## src/rtl/uart_pkg.sv

```systemverilog
// Shared UART definitions: default character/tag widths, error tag bit
// positions and the receive trigger-level encoding with its threshold helper.
package uart_pkg;

    localparam int UART_DATA_W = 9;
    localparam int UART_ERR_W  = 3;

    // Bit positions inside the per-character error tag.
    localparam int ERR_FRAME   = 2;
    localparam int ERR_PARITY  = 1;
    localparam int ERR_OVERRUN = 0;

    typedef enum logic [1:0] {
        TRIG_ONE       = 2'b00,
        TRIG_QUARTER   = 2'b01,
        TRIG_HALF      = 2'b10,
        TRIG_NEAR_FULL = 2'b11
    } trig_level_e;

    // Occupancy at which the receive trigger fires for a given select code.
    function automatic int trig_threshold(input logic [1:0] sel, input int depth);
        int result;
        case (trig_level_e'(sel))
            TRIG_ONE:     result = 1;
            TRIG_QUARTER: result = depth / 4;
            TRIG_HALF:    result = depth / 2;
            default:      result = depth - 2;
        endcase
        return result;
    endfunction

endpackage

```

## src/rtl/uart_fifo_mem.sv

```systemverilog
// Generic FIFO storage: DEPTH x WIDTH register array, synchronous write,
// asynchronous (combinational) read so the head word is always visible.
module uart_fifo_mem #(
    parameter int DEPTH = 16,
    parameter int WIDTH = 12
) (
    input  logic                     clk,
    input  logic                     wr_en,
    input  logic [$clog2(DEPTH)-1:0] wr_addr,
    input  logic [WIDTH-1:0]         wr_data,
    input  logic [$clog2(DEPTH)-1:0] rd_addr,
    output logic [WIDTH-1:0]         rd_data
);

    logic [WIDTH-1:0] mem_reg [DEPTH];

    // Store the incoming word at the write address; contents are not reset.
    always_ff @(posedge clk) begin
        if (wr_en) begin
            mem_reg[wr_addr] <= wr_data;
        end
    end

    assign rd_data = mem_reg[rd_addr];

endmodule

```

## src/rtl/uart_rx_fifo.sv

```systemverilog
// UART receive buffer: first-word-fall-through FIFO of {data, error tag}
// with registered status (count/empty/full/trigger/error-pending), sticky
// overrun and single-register mode when fifo_en=0.
// Optional character idle timeout is built when UART_RX_FIFO_TIMEOUT_EN is defined.
module uart_rx_fifo
    import uart_pkg::*;
#(
    parameter int DEPTH  = 16,
    parameter int DATA_W = UART_DATA_W,
    parameter int ERR_W  = UART_ERR_W
) (
    input  logic                   clk,
    input  logic                   rst_n,
    input  logic                   fifo_en,
    input  logic                   flush,
    input  logic                   wr_valid,
    input  logic [DATA_W-1:0]      wr_data,
    input  logic [ERR_W-1:0]       wr_err,
    input  logic                   rd_en,
    input  logic [1:0]             trig_sel,
    input  logic [19:0]            timeout_cycles,
    output logic [DATA_W-1:0]      rd_data,
    output logic [ERR_W-1:0]       rd_err,
    output logic                   empty,
    output logic                   fifo_full,
    output logic [$clog2(DEPTH):0] count,
    output logic                   trig_irq,
    output logic                   err_pending,
    output logic                   overrun_sticky,
    output logic                   timeout_irq
);

    localparam int AW = $clog2(DEPTH);
    localparam int CW = AW + 1;
    localparam int WW = DATA_W + ERR_W;

    logic [AW-1:0] wr_ptr_reg, rd_ptr_reg;
    logic [CW-1:0] count_reg, count_next;
    logic [CW-1:0] err_cnt_reg, err_cnt_next;
    logic [CW-1:0] eff_depth, thresh;
    logic          empty_reg, full_reg, trig_reg, err_pend_reg, overrun_reg;
    logic          fifo_en_reg, auto_flush_reg;
    logic          flush_all, wr_ok, rd_ok, err_inc, err_dec;
    logic [WW-1:0] mem_rdata;

    uart_fifo_mem #(
        .DEPTH (DEPTH),
        .WIDTH (WW)
    ) u_mem (
        .clk     (clk),
        .wr_en   (wr_ok),
        .wr_addr (wr_ptr_reg),
        .wr_data ({wr_data, wr_err}),
        .rd_addr (rd_ptr_reg),
        .rd_data (mem_rdata)
    );

    // Accept/pop decisions and next occupancy; flush (explicit or after a mode change) wins.
    always_comb begin
        flush_all    = flush || auto_flush_reg;
        rd_ok        = rd_en && !empty_reg && !flush_all;
        wr_ok        = wr_valid && !flush_all && (!full_reg || (rd_en && !empty_reg));
        eff_depth    = fifo_en ? CW'(DEPTH) : CW'(1);
        thresh       = fifo_en ? CW'(trig_threshold(trig_sel, DEPTH)) : CW'(1);
        err_inc      = wr_ok && (wr_err != '0);
        err_dec      = rd_ok && (mem_rdata[ERR_W-1:0] != '0);
        count_next   = count_reg + CW'(wr_ok) - CW'(rd_ok);
        err_cnt_next = err_cnt_reg + CW'(err_inc) - CW'(err_dec);
        if (flush_all) begin
            count_next   = '0;
            err_cnt_next = '0;
        end
    end

    // Pointers, occupancy and all status flags move together on the same edge.
    always_ff @(posedge clk) begin
        if (!rst_n) begin
            wr_ptr_reg     <= '0;
            rd_ptr_reg     <= '0;
            count_reg      <= '0;
            err_cnt_reg    <= '0;
            empty_reg      <= 1'b1;
            full_reg       <= 1'b0;
            trig_reg       <= 1'b0;
            err_pend_reg   <= 1'b0;
            overrun_reg    <= 1'b0;
            fifo_en_reg    <= 1'b0;
            auto_flush_reg <= 1'b0;
        end else begin
            fifo_en_reg    <= fifo_en;
            auto_flush_reg <= (fifo_en != fifo_en_reg);
            if (flush_all) begin
                wr_ptr_reg <= '0;
                rd_ptr_reg <= '0;
            end else begin
                if (wr_ok) wr_ptr_reg <= wr_ptr_reg + AW'(1);
                if (rd_ok) rd_ptr_reg <= rd_ptr_reg + AW'(1);
            end
            count_reg    <= count_next;
            err_cnt_reg  <= err_cnt_next;
            empty_reg    <= (count_next == '0);
            full_reg     <= (count_next >= eff_depth);
            trig_reg     <= (count_next >= thresh);
            err_pend_reg <= (err_cnt_next != '0);
            overrun_reg  <= flush_all ? 1'b0 : (overrun_reg || (wr_valid && !wr_ok));
        end
    end

    assign rd_data        = mem_rdata[WW-1:ERR_W];
    assign rd_err         = mem_rdata[ERR_W-1:0];
    assign empty          = empty_reg;
    assign fifo_full      = full_reg;
    assign count          = count_reg;
    assign trig_irq       = trig_reg;
    assign err_pending    = err_pend_reg;
    assign overrun_sticky = overrun_reg;

`ifdef UART_RX_FIFO_TIMEOUT_EN
    logic [19:0] idle_cnt_reg;
    logic        timeout_reg;

    // Idle timer: restarts on any traffic or flush, counts while data waits, freezes once fired.
    always_ff @(posedge clk) begin
        if (!rst_n) begin
            idle_cnt_reg <= '0;
            timeout_reg  <= 1'b0;
        end else if (flush_all || wr_ok || rd_ok) begin
            idle_cnt_reg <= '0;
            timeout_reg  <= 1'b0;
        end else if (!timeout_reg && !empty_reg) begin
            idle_cnt_reg <= idle_cnt_reg + 20'd1;
            if (((idle_cnt_reg + 20'd1) == timeout_cycles) && (timeout_cycles != '0)) begin
                timeout_reg <= 1'b1;
            end
        end
    end

    assign timeout_irq = timeout_reg;
`else
    logic unused_timeout;
    assign unused_timeout = ^timeout_cycles;
    assign timeout_irq    = 1'b0;
`endif

endmodule

```

## config.mk

```make
export PLATFORM = sky130hd
export DESIGN_NAME = uart_rx_fifo
export DESIGN_NICKNAME = d
export VERILOG_FILES = /design/src/rtl/uart_pkg.sv /design/src/rtl/uart_fifo_mem.sv /design/src/rtl/uart_rx_fifo.sv
export SDC_FILE = /design/constraint.sdc
export NUM_CORES = 1
export LEC_CHECK = 0
export ABC_AREA = 0
export BUFFER_PORTS_ARGS = -buffer_cell sky130_fd_sc_hd__buf_2
export CAP_MARGIN = 10
export CORE_ASPECT_RATIO = 1.1
export CORE_MARGIN = 5
export CORE_UTILIZATION = 60
export CTS_CLUSTER_SIZE = 20
export DETAILED_ROUTE_END_ITERATION = 8
export HOLD_SLACK_MARGIN = 0.08
export PLACE_DENSITY = 0.79
export SLEW_MARGIN = 20
export SYNTH_ARGS = -nofsm -noshare
export SYNTH_HDL_FRONTEND = slang
export SYNTH_SLANG_ARGS = --single-unit
```

## constraint.sdc

```tcl
create_clock -name clk -period 4.2 [get_ports clk]
set_input_delay 0.21 -clock clk [delete_from_list [all_inputs] [get_ports clk]]
set_output_delay 0.21 -clock clk [all_outputs]
set_load 0.03 [all_outputs]
```

==> impl_metrics.tcl, run 1 <==
set metrics [dict create \
    clk_pin_slew_ns 0.06 \
    max-vdd-ir-drop_mv 0.3026 \
    core_um2 14450 \
    wl_um 17620 \
    overflow 0 \
    grt_use_total 0.2128 \
    num_vias 4432 \
    die_h_um 137.1 \
    utilization 0.6984 \
    fin_crit_sh 0.9027 \
    cts_setup_buffers 0 \
    cap_violations 0 \
    largest_reg_flops 192 \
    grt_max_degree 23 \
    area_growth_pct 14.53 \
    ys_warn_count 0 \
    critical_path_class "reg2reg" \
    relSlewSlack 0.2786 \
    rrSetupSlack_ns 0.41 \
    drv_slew 0 \
    required_ns 4.53 \
    cp_max_fo 22 \
    outcome "finished clean" \
    synth-seq-cells 221 \
    dr.pass1.iters 4 \
    grt_pass1_wl_um 27260 \
    drc_errors 0 \
    cts_buffer_depth 3 \
    hold_violations 0 \
    p_per_area_nw_per_um2 440.1 \
    cts_resized 0 \
    end_kind "flip-flop" \
    worstMarginPinSlew_ns 1.081 \
    die_w_um 125.5 \
    synthDistinctLibCells 40 \
    clock_latency_ns 0.50 \
    cts.htree.levels 1 \
    ant_nets 0 \
    min_period_ns 3.791 \
    fp.dieArea_um2 17210 \
    drive_gt1_frac 0.2925 \
    syn_inst 464 \
    syn_area_um2 8810 \
    tns_ns 0 \
    place_hpwl_um 10490 \
    syn_nets 525 \
    row_count 46 \
    syn_avg_cell_area_um2 18.99 \
    min_path_type "in2reg" \
    cts.sinks 221 \
    worstPathArrival_ns 4.12 \
    start_util 0.6098 \
    port_buffers 41 \
    ios 63 \
    ys_seq_area_frac 0.7204 \
    routabilityCongestion 0.8031 \
    finalSetupViolations 0 \
    rsz0062_at_grt "false" \
    antenna_cells 0 \
    clock.fmax_ghz 0.2637 \
    drtIter0Drc 439 \
    antenna_found_initial 0 \
    cts_buffers 22 \
    nets 593 \
    post_drt_via_cell_ratio 5.997 \
    leakagePower_nw 3.371 \
    final.setup_skew_ns 0.008311 \
    start_kind "flip-flop" \
    tritoncts "yes" \
    grt_pass1_vias 4724 \
    wl_per_cell_um 23.84 \
    root_buffer "clkbuf_16" \
]
[stage by stage]
step / hold slack, ns / instances / setup WS (ns) / power [mW] / instance area [um2]
final: 0.09494 / 739 / 0.4085 / 4.440 / 10090
after global routing: 0.09275 / 739 / 0.2475 / 4.585 / 10090
after CTS: 0.08044 / 739 / 0.3734 / 4.472 / 10090
after floorplan: 0.3089 / 464 / 0.5860 / 2.529 / 8810
after global placement: 0.4572 / 694 / 0.6128 / 2.578 / 9326
after detailed placement: 0.4997 / 694 / 0.4828 / 2.587 / 9326
[synthesized netlist by cell type]
cell	n	share of area
and3_1	4	0.0028
dfxtp_1	29	0.066
a41oi_1	2	0.0020
buf_1	1	0.00043
nand3_1	2	0.0011
edfxtp_1	192	0.65
o31a_1	1	0.00099
buf_2	4	0.0023
a211oi_1	3	0.0026
and2_1	3	0.0021
a21o_1	5	0.0043
fa_1	2	0.0045
xor2_1	10	0.0099
o21a_1	1	0.00085
a21oi_1	10	0.0057
ha_1	19	0.027
or2_2	1	0.00071
mux2i_1	3	0.0034
o31ai_1	1	0.00085
nor2_1	41	0.017
nor2b_1	4	0.0028
a211oi_2	1	0.0014
conb_1	1	0.00043
mux4_2	58	0.15
or4_1	1	0.00085
clkbuf_1	13	0.0055
o211a_1	1	0.0011
o22ai_1	1	0.00071
nor4_1	1	0.00071
nand2_1	14	0.0060
nand4_1	2	0.0014
buf_4	2	0.0017
inv_1	13	0.0055
a31oi_1	1	0.00071
nor3_1	4	0.0023
nand2b_1	4	0.0028
xnor2_1	5	0.0050
o21ai_0	2	0.0011
buf_6	1	0.0013
o21bai_1	1	0.00085
[final timing paths]
path / to / cells past startpoint / start
worst max-delay path: err_pending$_SDFF_PN0_ / 13 / flip-flop
worst min register to register: flip-flop / 2 / rd_ptr_reg[3]$_SDFFE_PP0P_
worst min-delay path: u_mem.mem_reg[3][3]$_DFFE_PP_ / 1 / wr_data[0]
worst max register to register: err_pending$_SDFF_PN0_ / 13 / flip-flop
[metal layers]
metal | part of all wire | up-vias | global-route usage
li1 | - | 1961 | -
met3 | 0.067 | 37 | 0.03708
met2 | 0.52 | 170 | 0.3751
met1 | 0.39 | 2264 | 0.2718
met4 | 0.028 | 0 | 0.07048
met5 | 0 | - | 0
[area by class of cell]
type                            instances  area [um2]
Fill cell                             882        4357
Sequential cell                       221        6351
Clock buffer                           27       590.6
Clock inverter                         12       112.6
Inverter                               13       48.80
Multi-Input combinational cell        209        2346
Tap cell                              192       240.2
Timing Repair Buffer                   65       400.4
[cells in the final DEF (no fill, tap or decap), drive strengths merged, types with 13 or more instances in the layout]
cell type	count
dfxtp	29
nor2	41
nand2	14
clkbuf	27
mux4	58
edfxtp	192
inv	13
buf	59
ha	19
[power breakdown]
group / switching (mW) / internal, mW / leakage (nW)
Sequential: 0.00668 / 2.40 / 1.96
Clock: 0.774 / 1.12 / 0.335
Combinational: 0.0922 / 0.0501 / 1.07
Total: 0.873 / 3.57 / 3.37
[cell families (layout without fill, tap and decap cells)]
group | Yosys count | in the layout | synth area share
compound gates | 30 | 30 | 0.02315
xor+xnor | 15 | 15 | 0.01491
fa+ha+maj | 21 | 21 | 0.03153
buf+inv | 34 | 117 | 0.01676
flops | 221 | 221 | 0.7204
mux | 61 | 61 | 0.1517
other cells | 1 | 1 | 0.0004257
simple gates | 81 | 81 | 0.04119
[critical path: stages, from the launching register on]
cell and delay, ns:
dfxtp_2 0.71, mux4_2 0.42, nor2b_1 0.16, a211oi_1 0.30, a21oi_1 0.15, o31a_1 0.32
ha_1 0.28, inv_1 0.04, ha_1 0.19, fa_1 0.40, a21o_1 0.19, a21oi_1 0.18
xnor2_1 0.16, a41oi_1 0.13
[timing repair]
action                                  CTS  global route
endpoints found under the hold margin    43             0
hold buffers                              6             0
endpoints found under the setup margin    0             0
No activity file was read; power rests on OpenSTA's default activity.
==> run 2, diff against run 1 <==
Settings changed: CELL_PAD_IN_SITES_DETAIL_PLACEMENT from default to 0, CELL_PAD_IN_SITES_GLOBAL_PLACEMENT from default to 1, CORE_UTILIZATION 60 to 52, PLACE_DENSITY 0.79 to default, PLACE_DENSITY_LB_ADDON from default to 0.1.
==> impl_metrics.tcl, run 2 (synthesized netlist as in run 1, its figures left out) <==
set metrics [dict create \
    outcome "finished clean" \
    cap_violations 0 \
    max_stage_delay_ns 0.55 \
    grt_pass1_wl_um 26800 \
    cts.sinks 221 \
    final_common_cell "edfxtp_1" \
    wl_per_cell_um 22.75 \
    end_kind "flip-flop" \
    fin_ws_ns 0.5211 \
    multi_input_area_um2 2336 \
    n_fill_cell 1218 \
    cts_resized 0 \
    hold_buffers 4 \
    start_util 0.5235 \
    drtIter0Drc 301 \
    path_cells "mux4_2, nor2b_1, a211oi_1, a21oi_1, o31a_1, ha_1, inv_1, ha_1, fa_1, a21o_1, a21oi_1, xnor2_1, a41oi_1" \
    tns_ns 0 \
    drive_gt1_frac 0.2891 \
    ios 63 \
    antenna_found_initial 0 \
    rsz0062_at_grt "false" \
    dr.pass1.iters 4 \
    die_w_um 134.1 \
    cp.buffers_inverters 1 \
    hold_depth 1 \
    grt_use_total 0.1814 \
    grt_pass1_vias 4585 \
    fp.dieArea_um2 19650 \
    min_period_ns 3.679 \
    final.setup_skew_ns 0.01331 \
    area_growth_pct 14.83 \
    required_ns 4.53 \
    grt_max_degree 29 \
    leakagePower_nw 3.396 \
    drv_slew 0 \
    max-vdd-ir-drop_mv 0.2393 \
    mostFrequentLayoutCells "edfxtp_1, mux4_2, nor2_1, buf_2, dfxtp_1" \
    pre_cts_ws_ns 0.4868 \
    min_path_type "in2reg" \
    p_per_area_nw_per_um2 440.4 \
    tritoncts "yes" \
    overflow 0 \
    start_kind "flip-flop" \
    core_um2 16830 \
    cp_top_family "compound AO/OA/AOI/OAI gates" \
    clock_latency_ns 0.49 \
    relSlewSlack 0.4893 \
    row_count 50 \
    worstMarginPinSlew_ns 0.7632 \
    ant_nets 0 \
    hold_end "u_mem.mem_reg[4][6]$_DFFE_PP_" \
    r2r-end "err_pending$_SDFF_PN0_" \
    port_buffers 41 \
    finalSetupViolations 0 \
    nets 595 \
    largest_reg_flops 192 \
    critical_path_class "reg2reg" \
    place_hpwl_um 10670 \
    cts.htree.levels 1 \
    r2r_cells 13 \
    cts_buffers 22 \
    hold_start "wr_data[3]" \
    rrSetupSlack_ns 0.52 \
    wl_um 17240 \
    cts_buffer_depth 3 \
    cts_setup_buffers 0 \
    utilization 0.6011 \
    cp_max_fo 12 \
    num_vias 4286 \
    crit_slowest_cell "mux4_2" \
    fin_crit_sh 0.8759 \
    hold_violations 0 \
    antenna_cells 0 \
    cp.depth 13 \
    die_h_um 146.5 \
    root_buffer "clkbuf_16" \
    post_drt_via_cell_ratio 5.654 \
    worstPathArrival_ns 4.01 \
    clk_pin_slew_ns 0.06 \
    seqCellArea_um2 6351 \
    drc_errors 0 \
    clock.fmax_ghz 0.2718 \
    routabilityCongestion 0.7274 \
]
[run 2: changes by cell type in the layout (fill, tap and decap cells not counted), sizes merged]
cell	delta
buf	+4
clkbuf	+4
clkinvlp	-2
dlygate4sd3	-2
clkinv	-1
[run 2: final cells by class]
class	instances	area share
Inverter	13	0.004824
Clock inverter	9	0.009276
Tap cell	208	0.02573
Multi-Input combinational cell	209	0.2309
Clock buffer	31	0.06085
Sequential cell	221	0.6278
Timing Repair Buffer	67	0.04057
[run 2: worst max-delay path by stage]
stage                         start                     end
after floorplan           flip-flop  err_pending$_SDFF_PN0_
after global placement    flip-flop  err_pending$_SDFF_PN0_
after detailed placement  flip-flop  err_pending$_SDFF_PN0_
after CTS                 flip-flop  err_pending$_SDFF_PN0_
after global routing      flip-flop  err_pending$_SDFF_PN0_
final                     flip-flop  err_pending$_SDFF_PN0_
[run 2: worst reg2reg max path, stage by stage (launching register included)]
cell	delay, ns
dfxtp_4	0.50
mux4_2	0.56
nor2b_1	0.15
a211oi_1	0.31
a21oi_1	0.11
o31a_1	0.33
ha_1	0.28
inv_1	0.04
ha_1	0.19
fa_1	0.41
a21o_1	0.20
a21oi_1	0.17
xnor2_1	0.16
a41oi_1	0.13
[run 2: routing by layer]
metal	vias up	share of wire	global-route usage
met5	-	0	0
met4	0	0.014	0.03513
met3	19	0.051	0.02929
met2	81	0.51	0.3117
met1	2210	0.43	0.2497
li1	1976	-	-
[run 2: where the power goes]
part / switching [mW] / total (mW) / internal (mW)
logic: 0.0916 / 0.141 / 0.0489
registers: 0.00558 / 2.40 / 2.40
clock network: 0.769 / 1.91 / 1.14
[run 2: through the flow]
step	area, um2	power [mW]	std cells	hold WS (ns)
finish	10120	4.455	758	0.09867
global placement	9366	2.583	714	0.4544
global route	10120	4.595	758	0.09992
detailed placement	9366	2.587	714	0.4638
floorplan	8810	2.529	464	0.3089
CTS	10120	4.501	758	0.08377
